--- config.mk ---
export PLATFORM = sky130hd
export DESIGN_NAME = dmem_arbiter
export DESIGN_NICKNAME = d
export VERILOG_FILES = /design/src/rtl/dmem_arb_pkg.sv /design/src/rtl/rr_arb2.sv /design/src/rtl/dmem_arbiter.sv
export SDC_FILE = /design/constraint.sdc
export NUM_CORES = 1
export LEC_CHECK = 0
export ABC_AREA = 1
export CORE_MARGIN = 1.5
export CORE_UTILIZATION = 39
export CTS_CLUSTER_SIZE = 10
export DETAILED_ROUTE_END_ITERATION = 16
export PLACE_DENSITY = 0.82
export SYNTH_ARGS = -nofsm -noshare
export SYNTH_HDL_FRONTEND = slang
export SYNTH_SLANG_ARGS = --single-unit
--- constraint.sdc ---
create_clock -name clk -period 1.86 [get_ports clk]
set_clock_uncertainty 0.15 [all_clocks]
set_input_delay 0.372 -clock clk [delete_from_list [all_inputs] [get_ports clk]]
set_output_delay 0.372 -clock clk [all_outputs]
set_load 0.005 [all_outputs]
--- src/rtl/dmem_arb_pkg.sv ---
// Shared types and constants for the two-port data-memory arbiter.
package dmem_arb_pkg;

    typedef enum logic [1:0] {
        IDLE   = 2'd0,
        ACCESS = 2'd1,
        RESP   = 2'd2
    } state_e;

    typedef enum logic {
        PORT0 = 1'b0,
        PORT1 = 1'b1
    } port_idx_t;

    // Byte addresses must be word aligned: these low bits must be zero.
    localparam logic [1:0]  ALIGN_MASK = 2'b11;
    localparam int unsigned WORD_BYTES = 4;

endpackage

--- src/rtl/rr_arb2.sv ---
// Two-way round-robin grant logic with the last-granted pointer.
module rr_arb2
    import dmem_arb_pkg::*;
(
    input  logic       clk,
    input  logic       rst,
    input  logic       en_i,
    input  logic [1:0] req_i,
    output logic [1:0] gnt_o,
    output port_idx_t  gnt_idx_o
);

    port_idx_t last_q, last_d;

    // NOTE: every signal driven here gets a default first, so no path leaves it unassigned (no latch).
    always_comb begin
        gnt_o     = 2'b00;
        gnt_idx_o = PORT0;
        last_d    = last_q;
        if (en_i) begin
            // Port 0 wins a tie only when port 1 was served last.
            if (req_i[0] && (!req_i[1] || last_q == PORT1)) begin
                gnt_o     = 2'b01;
                gnt_idx_o = PORT0;
                last_d    = PORT0;
            end else if (req_i[1]) begin
                gnt_o     = 2'b10;
                gnt_idx_o = PORT1;
                last_d    = PORT1;
            end
        end
    end

    // NOTE: state registers use non-blocking assignments so all flops update together at the edge.
    always_ff @(posedge clk) begin
        if (rst) begin
            last_q <= PORT1;
        end else begin
            last_q <= last_d;
        end
    end

endmodule

--- src/rtl/dmem_arbiter.sv ---
// Arbitrates two request ports onto a single-ported data memory with a
// fixed grant / access / response sequence per transaction.
module dmem_arbiter
    import dmem_arb_pkg::*;
#(
    parameter int DATA_W    = 32,
    parameter int MEM_WORDS = 256
) (
    input  logic              clk,
    input  logic              rst,
    input  logic              req0,
    input  logic              req1,
    input  logic              we0,
    input  logic              we1,
    input  logic [DATA_W-1:0] addr0,
    input  logic [DATA_W-1:0] addr1,
    input  logic [DATA_W-1:0] wdata0,
    input  logic [DATA_W-1:0] wdata1,
    output logic              gnt0,
    output logic              gnt1,
    output logic              rvalid0,
    output logic              rvalid1,
    output logic [DATA_W-1:0] rdata0,
    output logic [DATA_W-1:0] rdata1,
    output logic              err0,
    output logic              err1,
    output logic              mem_read,
    output logic              mem_write,
    output logic [DATA_W-1:0] mem_addr,
    output logic [DATA_W-1:0] mem_wdata,
    input  logic [DATA_W-1:0] mem_rdata
);

    localparam logic [DATA_W-1:0] ADDR_LIMIT = DATA_W'(WORD_BYTES * MEM_WORDS);

    state_e            state_q, state_d;
    port_idx_t         owner_q, owner_d;
    logic              we_q, we_d;
    logic              err_q, err_d;
    logic [DATA_W-1:0] addr_q, addr_d;
    logic [DATA_W-1:0] wdata_q, wdata_d;
    logic [DATA_W-1:0] rdata_q, rdata_d;

    logic [1:0]        arb_gnt;
    port_idx_t         arb_idx;
    logic              sel_we;
    logic [DATA_W-1:0] sel_addr;
    logic [DATA_W-1:0] sel_wdata;

    rr_arb2 u_rr_arb2 (
        .clk       (clk),
        .rst       (rst),
        .en_i      (state_q == IDLE && !rst),
        .req_i     ({req1, req0}),
        .gnt_o     (arb_gnt),
        .gnt_idx_o (arb_idx)
    );

    always_comb begin
        sel_we    = (arb_idx == PORT1) ? we1    : we0;
        sel_addr  = (arb_idx == PORT1) ? addr1  : addr0;
        sel_wdata = (arb_idx == PORT1) ? wdata1 : wdata0;
    end

    always_comb begin
        state_d   = state_q;
        owner_d   = owner_q;
        we_d      = we_q;
        err_d     = err_q;
        addr_d    = addr_q;
        wdata_d   = wdata_q;
        rdata_d   = rdata_q;
        gnt0      = arb_gnt[0];
        gnt1      = arb_gnt[1];
        rvalid0   = 1'b0;
        rvalid1   = 1'b0;
        rdata0    = '0;
        rdata1    = '0;
        err0      = 1'b0;
        err1      = 1'b0;
        mem_read  = 1'b0;
        mem_write = 1'b0;
        mem_addr  = '0;
        mem_wdata = '0;

        case (state_q)
            IDLE: begin
                if (|arb_gnt) begin
                    state_d = ACCESS;
                    owner_d = arb_idx;
                    we_d    = sel_we;
                    addr_d  = sel_addr;
                    wdata_d = sel_wdata;
                    err_d   = ((sel_addr[1:0] & ALIGN_MASK) != 2'b00) || (sel_addr >= ADDR_LIMIT);
                    rdata_d = '0;
                end
            end
            ACCESS: begin
                state_d   = RESP;
                mem_addr  = addr_q;
                mem_wdata = wdata_q;
                // A faulting address never touches the memory; rdata stays 0.
                if (!err_q) begin
                    mem_read  = !we_q;
                    mem_write = we_q;
                    if (!we_q) begin
                        rdata_d = mem_rdata;
                    end
                end
            end
            RESP: begin
                state_d = IDLE;
                if (owner_q == PORT1) begin
                    rvalid1 = 1'b1;
                    rdata1  = rdata_q;
                    err1    = err_q;
                end else begin
                    rvalid0 = 1'b1;
                    rdata0  = rdata_q;
                    err0    = err_q;
                end
            end
            default: state_d = IDLE;
        endcase

        // Reset silences every output at once, including a write already in ACCESS.
        if (rst) begin
            gnt0      = 1'b0;
            gnt1      = 1'b0;
            rvalid0   = 1'b0;
            rvalid1   = 1'b0;
            rdata0    = '0;
            rdata1    = '0;
            err0      = 1'b0;
            err1      = 1'b0;
            mem_read  = 1'b0;
            mem_write = 1'b0;
            mem_addr  = '0;
            mem_wdata = '0;
        end
    end

    always_ff @(posedge clk) begin
        if (rst) begin
            state_q <= IDLE;
            owner_q <= PORT0;
            we_q    <= 1'b0;
            err_q   <= 1'b0;
            addr_q  <= '0;
            wdata_q <= '0;
            rdata_q <= '0;
        end else begin
            state_q <= state_d;
            owner_q <= owner_d;
            we_q    <= we_d;
            err_q   <= err_d;
            addr_q  <= addr_d;
            wdata_q <= wdata_d;
            rdata_q <= rdata_d;
        end
    end

endmodule

==> results of run 1 <==
[layout make-up]
type / count / area, sq um / share of cell area
diodes: 1 / 2.50 / 0.000221
clock buffers: 16 / 282 / 0.0249
inverters: 55 / 231 / 0.0205
multi-input cells: 556 / 3940 / 0.348
flip-flops and latches: 102 / 2050 / 0.181
well taps: 176 / 220 / 0.0195
repair buffers: 450 / 4590 / 0.405
[flip-flops by register name, summed over array words and instances (netlist names)]
name	flops
owner_q	1
err_q	1
wdata_q	32
addr_q	32
we_q	1
u_rr_arb2.last_q	1
state_q	2
rdata_q	32
[per-layer routing]
layer,vias to the layer above,part of all wire,global-route usage
met5,-,0,0
met4,0,0.051,0.114
met3,109,0.080,0.0589
met2,472,0.52,0.562
met1,3586,0.35,0.351
li1,3396,-,-
[per-stage QoR]
stage | setup slack, ps | instance area (sq um) | hold WS, ps | TNS [ps] | std cells
3_5_place_dp | -457 | 8960 | 335 | -66440 | 1256
4_1_cts | -324 | 9710 | 345 | -31390 | 1311
2_1_floorplan | 89.1 | 5340 | 322 | 0 | 778
6_report | -389 | 11300 | 375 | -36450 | 1356
3_3_place_gp | -485 | 8960 | 334 | -62980 | 1256
5_1_grt | -432 | 11300 | 401 | -47680 | 1355
[kinds of logic after synthesis]
group                  share of synthesized area
AOI/OAI and AO/OA                          0.275
buffers and inverters                     0.0989
DFF                                        0.383
and+or+nand+nor                            0.244
[power groups by stage]
stage          combinational (mW)  clock, mW  sequential (mW)
3_5_place_dp                 1.86          0             2.61
3_3_place_gp                 1.83          0             2.60
4_1_cts                      2.32       1.86             2.57
2_1_floorplan               0.980          0             2.59
6_report                     3.17       1.90             2.65
5_1_grt                      3.32       1.98             2.67
[synthesized netlist by cell type, types with 2 or more instances]
cell	count	area share
a211oi_2	32	0.075
a21oi_1	68	0.064
a31oi_1	30	0.035
buf_1	2	0.0014
buf_2	24	0.023
buf_4	2	0.0028
buf_6	4	0.0084
clkbuf_1	35	0.025
dfxtp_1	102	0.38
inv_1	51	0.036
inv_2	2	0.0014
nand2_1	151	0.11
nand2_2	3	0.0035
nand3_1	15	0.014
nand3b_1	4	0.0056
nor2_1	147	0.10
nor3_1	2	0.0019
o21ai_0	64	0.060
o21ai_1	7	0.0066
o22ai_1	24	0.028
[worst min-delay path, delay by kind of cell (launching register included)]
kind               cells  cell delay, ps
AOI/OAI and AO/OA      2             150
DFF                    1             340
[how the worst max path moves through the flow]
stage / end / slack, ps / cells past startpoint
floorplan: mem_write / 90 / 4
global placement: gnt0 / -490 / 6
detailed placement: gnt0 / -460 / 6
CTS: mem_wdata[17] / -320 / 10
global route: mem_addr[12] / -430 / 8
finish: mem_wdata[30] / -390 / 8
[timing repair]
| item | CTS | global route |
|---|---|---|
| gates resized for setup | 619 | 351 |
| cloned | 15 | 26 |
| endpoints found under the setup margin | 174 | 234 |
| pin swaps | 27 | 66 |
| setup buffers | 26 | 33 |
==> metrics.yaml, run 1 <==
avgSynthCellArea_sq_um: 6.86
min_to: "addr_q[21]"
worstHoldStart: "addr_q[21]"
critPathKind: "flop to output port"
hpwlAfterDp_mm: 13.9
grt_pass1_vias: 6728
cts_inserted_buffers: 9
reg2reg_setup_slack_ps: -160
pin_count: 302
cts.clk_slew.worst_paths_ps: 70
outcome: "complete, but fails checks"
async_flop_share: 0
p_leak_nw: 4.86
max_freq_mhz: 445
arrival_ps: 1730
synth_edf_count: 0
vias_per_cell: 5.58
rsz0062_at_grt: "yes"
firstDrtPassIters: 5
p_comb_frac: 0.411
cts.sinks: 102
port_buffers: 301
crit_chain: "buf_6, nor2_4, buf_12, buf_8, buf_12, nand2_1, nor2_1, buf_2"
tritoncts: "yes"
core_sq_mm: 0.0133
hold_violations: 0
p_per_area_mw_per_mm2: 682
max_stage_delay_ps: 350
total_power_mw: 7.72
violations: "setup timing"
maxSlewHeadroom: 0.328
crit_path_frequent_cell: "buf_12"
syn_inst: 778
ant_nets: 0
drtIter0Drc: 504
drc: 0
power_frac_clock: 0.246
fin_crit_ps: 2250
ir_drop_uv: 518
whs_path_depth: 2
synth.net_count: 944
r2r_start: "state_q[0]"
yosysUniqueCellTypes: 29
layout.nets: 1340
cts_max_level: 3
synth-seq-area-share: 0.383
drv_cap: 0
synth_flop_cell: "dfxtp_1"
root_buffer: "clkbuf_16"
groute.usage.overall: 0.307
antenna_found_initial: 0
gp_congestion: 0.880
p_switching_mw: 2.61
path_buf_inv: 5
post_drt_wl_per_cell_um: 20.7
finalSetupViolCount: 212
start_kind: "flop"
ctsHoldBuffers: 0
drive_gt1_frac: 0.472
r2r_end: "err_q"
area_growth_syn_to_layout_pct: 112
yosysWarnings: 0
die_w_um: 120
post-route-period-util: 1.21
crit_path_end_kind: "output port"
worstPathMaxFanout: 6
wirelength_mm: 28.1
via_count: 7563
die_area_sq_mm: 0.0144
critPathTopFamily: "buffers and inverters"
grt.overflow.total: 0
hold_path.class: "flop to flop"
fill_cells: 722
cp.required_ps: 1340
rows: 42
slowest_stage: "dfxtp_4"
cts_buffer_depth: 2
swShare: 0.338
start_util: 0.401
grt_max_degree: 68
ys_ff_latch: 102
p_int_mw: 5.11
grt_pass1_wl_mm: 34.9
synth_area_sq_mm: 0.00534
most-common-layout-cells: "162 x clkdlybuf4s50_1, 120 x buf_2, 106 x nand2_1"
worstRegToRegCells: 14
worst_pin_slew_ps: 1010
die_h_um: 120
seqPwrFrac: 0.343
final_core_util: 0.851
insertion_delay_ps: 350
mostFrequentLayoutCell: "clkdlybuf4s50_1"
slew_violations: 0
finalWorstSetupSlack_ps: -389
crit_start: "state_q[1]"
Note: power is estimated with default switching activity, not from simulation.
==> run 2, diff against run 1 <==
- CORE_MARGIN: 1.5 -> unset
==> metrics.yaml, run 2 (same netlist as run 1, synthesis figures left out) <==
outcome: "complete, but fails checks"
violations: "setup timing"
firstDrtPassIters: 5  # unchanged
grt_pass1_vias: 6199  # -7.9%
worstPathMaxFanout: 8  # +2
route.met3.wl_mm: 2.03  # -9.4%
cts_buffer_depth: 2  # unchanged
rows: 42  # unchanged
cts.sinks: 102  # unchanged
grt_pass1_wl_mm: 32.0  # -8.4%
top_regs: "addr_q (32), rdata_q (32), wdata_q (32)"
wirelength_mm: 26.9  # -4.2%
met1_length_mm: 9.46  # -4.4%
drive_gt1_frac: 0.452  # -0.0191
worstHoldStart: "rdata_q[18]"
most-common-layout-cells: "163 x clkdlybuf4s50_1, 111 x buf_2, 102 x nand2_1"
hold_path.class: "flop to flop"
final_core_util: 0.828  # -0.0230
cts.clk_slew.worst_paths_ps: 70  # about the same
mostFrequentLayoutCell: "clkdlybuf4s50_1"
critPathTopFamily: "buffers and inverters"
area_growth_syn_to_layout_pct: 106
finalWorstSetupSlack_ps: -359  # +29.4 ps
seq_area_sq_mm: 0.00205  # unchanged
cp.required_ps: 1340  # about the same
highest_layer: "met4"
post-route-period-util: 1.19  # -0.0158
drv_cap: 0  # unchanged
maxSlewHeadroom: 0.397  # +0.0686
crit_chain: "nor2_4, buf_12, buf_12, buf_12, nand2_2, nor2_1, buf_2"
port_buffers: 301  # unchanged
fin_area_sq_mm: 0.0110  # -2.7%
max_stage_delay_ps: 370  # +20 ps
r2r_start: "state_q[0]"
slew_violations: 0  # unchanged
arrival_ps: 1700  # -30 ps
die_w_um: 119  # -0.83%
wl_met2_mm: 13.8  # -4.9%
layout.nets: 1329  # -0.82%
crit_start: "state_q[1]"
drc: 0  # unchanged
cts_inserted_buffers: 9  # unchanged
slowest_stage: "dfxtp_4"
max_freq_mhz: 451  # +1.3%
start_kind: "flop"
fill_cells: 775  # +7.3%
p_per_area_mw_per_mm2: 691  # +1.4%
path_buf_inv: 4  # -1
vias_per_cell: 5.54  # -0.70%
post_drt_wl_per_cell_um: 20.0  # -3.3%
hpwlAfterDp_mm: 13.9  # -0.16%
fin_crit_ps: 2220  # -29.4 ps
critPathKind: "flop to output port"
p_leak_nw: 4.77  # -1.8%
via_count: 7438  # -1.7%
antenna_found_initial: 0  # unchanged
rsz0062_at_grt: "yes"
worst_pin_slew_ps: 905  # -103 ps
finalSetupViolCount: 232  # +9.4%
gp_congestion: 0.858  # -2.5%
grt_max_degree: 68  # unchanged
start_util: 0.401  # unchanged
insertion_delay_ps: 350  # about the same
num_antenna_cells: 0  # -1
holdWs_ps: 358  # -17.7 ps
pin_count: 302  # unchanged
crit_path_frequent_cell: "buf_12"
crit_path_end_kind: "output port"
tns_ps: -39970  # -3520 ps
core_sq_mm: 0.0133  # unchanged
root_buffer: "clkbuf_16"
cts_max_level: 3  # unchanged
total_power_mw: 7.61  # -1.3%
die_h_um: 119  # -0.83%
hold_violations: 0  # unchanged
grt.overflow.total: 0  # unchanged
groute.usage.overall: 0.284  # -0.0226
drtIter0Drc: 424  # -16%
multi_input_area_sq_mm: 0.00381  # -3.4%
tritoncts: "yes"
die_area_sq_mm: 0.0142  # -1.7%
ant_nets: 0  # unchanged
ir_drop_uv: 432  # -17%
post_dp_cell_area_sq_mm: 0.00894  # -0.25%
[run 2: path summary, 6_finish.rpt]
check	end	slack, ps	cells after the start
setup / recovery	mem_wdata[24]	-360	7
hold / removal	rdata_q[18]	360	2
setup reg to reg	err_q	-300	13
hold reg to reg	rdata_q[18]	360	2
[run 2: worst register-to-register path, delay by kind of cell (launching register included)]
| kind | cells | cell delay (ps) |
|---|---|---|
| compound gates | 1 | 230 |
| buf+inv | 4 | 500 |
| flops | 1 | 330 |
| simple gates | 8 | 850 |
[run 2: metrics by stage]
stage | instances | setup WS (ps)
6_report | 1343 | -359
5_1_grt | 1343 | -393
4_1_cts | 1291 | -321
3_5_place_dp | 1253 | -446
3_3_place_gp | 1253 | -452
2_1_floorplan | 778 | 89.1
[run 2: power by group]
part           switching, mW  total (mW)  internal, mW
clock                  0.876        1.91          1.04
sequential             0.184        2.65          2.46
combinational           1.50        3.05          1.55
[run 2: per-layer routing]
layer | GRT usage | vias to the layer above
met2 | 0.504 | 452
met5 | 0 | -
met3 | 0.0757 | 116
met4 | 0.123 | 0
li1 | - | 3367
met1 | 0.318 | 3503
[run 2: repair_timing]
| action | in CTS | in global routing |
|---|---|---|
| pin swaps | 14 | 42 |
| setup buffers | 21 | 24 |
| setup endpoints to repair | 174 | 233 |
| resized for setup | 554 | 350 |
| hold buffers | 0 | 0 |
| gates cloned | 5 | 37 |
| hold endpoints to repair | 0 | 0 |
[run 2: final cells by class]
type	count	area share
repair buffers	440	0.401
multi-input cells	555	0.346
flip-flops and latches	102	0.186
clock buffers	11	0.0211
inverters	55	0.0210
well taps	176	0.0200
clock inverters	4	0.00443
==> run 3, diff against run 2 <==
- CORE_MARGIN: unset -> 4
- SKIP_CTS_REPAIR_TIMING: unset -> 1
==> metrics.yaml, run 3 (same netlist as run 1, synthesis figures left out) <==
die_h_um: 125  # +5.0%
core_sq_mm: 0.0133  # +0.39%
ant_nets: 0  # unchanged
worst_pin_slew_ps: 865  # -40.0 ps
insertion_delay_ps: 360  # about the same
finalSetupViolCount: 169  # -27%
slew_violations: 0  # unchanged
cts_buffer_depth: 2  # unchanged
port_buffers: 301  # unchanged
antenna_found_initial: 1  # +1
grt_pass1_vias: 5871  # -5.3%
wirelength_mm: 24.7  # -8.1%
root_buffer: "clkbuf_16"
maxSlewHeadroom: 0.424  # +0.0267
grt.overflow.total: 0  # unchanged
critPathKind: "flop to output port"
drv_cap: 0  # unchanged
rsz0062_at_grt: "yes"
ir_drop_uv: 567  # +31%
die_area_sq_mm: 0.0156  # +10%
grt_pass1_wl_mm: 29.7  # -7.0%
via_count: 7071  # -4.9%
cts_inserted_buffers: 9  # unchanged
post-route-period-util: 1.24  # +0.0461
cts.clk_slew.worst_paths_ps: 70  # about the same
tns_ps: -40560  # -586 ps
start_util: 0.400  # -0.00158
cts_max_level: 3  # unchanged
post_drt_wl_per_cell_um: 18.4  # -8.0%
pin_count: 302  # unchanged
drive_gt1_frac: 0.455  # +0.00249
hold_violations: 0  # unchanged
max_freq_mhz: 434  # -3.7%
gp_congestion: 0.858  # about the same
finalWorstSetupSlack_ps: -445  # -85.8 ps
firstDrtPassIters: 5  # unchanged
mostFrequentLayoutCell: "clkdlybuf4s50_1"
p_leak_nw: 4.69  # -1.6%
fin_crit_ps: 2310  # +85.8 ps
tritoncts: "yes"
cts.sinks: 102  # unchanged
cp.required_ps: 1340  # about the same
worstPathMaxFanout: 8  # unchanged
place_inst: 1267  # +1.1%
arrival_ps: 1780  # +80 ps
groute.usage.overall: 0.233  # -0.0513
rows: 42  # unchanged
most-common-layout-cells: "163 x clkdlybuf4s50_1, 111 x nand2_1, 102 x buf_2"
die_w_um: 125  # +5.0%
area_growth_syn_to_layout_pct: 102
drc: 0  # unchanged
vias_per_cell: 5.27  # -4.9%
p_per_area_mw_per_mm2: 693  # +0.19%
final_cells: 1342  # -0.074%
start_kind: "flop"
grt_max_degree: 68  # unchanged
violations: "setup timing"
outcome: "complete, but fails checks"
drtIter0Drc: 389  # -8.3%
hold_path.class: "input port to flop"
layout.nets: 1326  # -0.23%
top_regs: "addr_q (32), rdata_q (32), wdata_q (32)"
crit_path_end_kind: "output port"
hpwlAfterDp_mm: 14.4  # +3.7%
## run 3: cell types whose count changed in the layout (fill, tap and decap cells not counted), sizes merged, moves of 2 or more
cell	before	now
clkbuf	41	56
clkdlybuf4s15	10	0
buf	236	228
clkinv	4	2
inv	54	56
## run 3: final cells by class
| cell class | count | area [sq um] |
|---|---|---|
| clock buffers | 11 | 253 |
| repair buffers | 437 | 4170 |
| diodes | 1 | 2.50 |
| flip-flops and latches | 102 | 2040 |
| multi-input cells | 555 | 3820 |
| well taps | 176 | 220 |
| fillers | 794 | 2570 |
| clock inverters | 5 | 56.3 |
| inverters | 55 | 219 |
## run 3: worst paths after layout
path	start	end	slack [ps]	cells past startpoint
setup / recovery	state_q[1]	mem_wdata[21]	-450	9
hold / removal	rst	state_q[1]	210	3
setup reg to reg	state_q[0]	err_q	-110	14
hold reg to reg	addr_q[1]	addr_q[1]	380	1
## run 3: routing by layer
metal  part of all wire  track usage  wire length (um)  vias to the layer above
li1                   -            -                 -                     3358
met1               0.38        0.270              9320                     3312
met2               0.50        0.400             12500                      334
met3              0.078       0.0751              1940                       67
met4              0.041       0.0925              1010                        0
met5                  0            0                 0                        -
## run 3: power breakdown
group          switching, mW  internal, mW  total (mW)  leakage [nW]
registers              0.169          2.46        2.63         0.842
logic                   1.40          1.42        2.83          3.70
clock network          0.891          1.12        2.01         0.152
## run 3: per-stage QoR
step	hold WS, ps	total power [mW]	worst slack (ps)	instance area (sq um)	utilization
final	205	7.47	-445	10800	0.808
after global routing	209	7.75	-523	10800	0.808
after CTS	189	6.42	-752	9300	0.697
after detailed placement	336	4.44	-417	8990	0.674
after global placement	333	4.40	-434	8990	0.674
after floorplan	322	3.57	89.1	5340	-
## run 3: worst max-delay path, stage by stage, from the launching register on
cell	delay, ps
dfxtp_2	340
buf_6	130
nor2_4	140
buf_6	120
buf_6	100
buf_12	130
clkbuf_16	150
nand2_1	60
nor2_1	130
buf_2	140
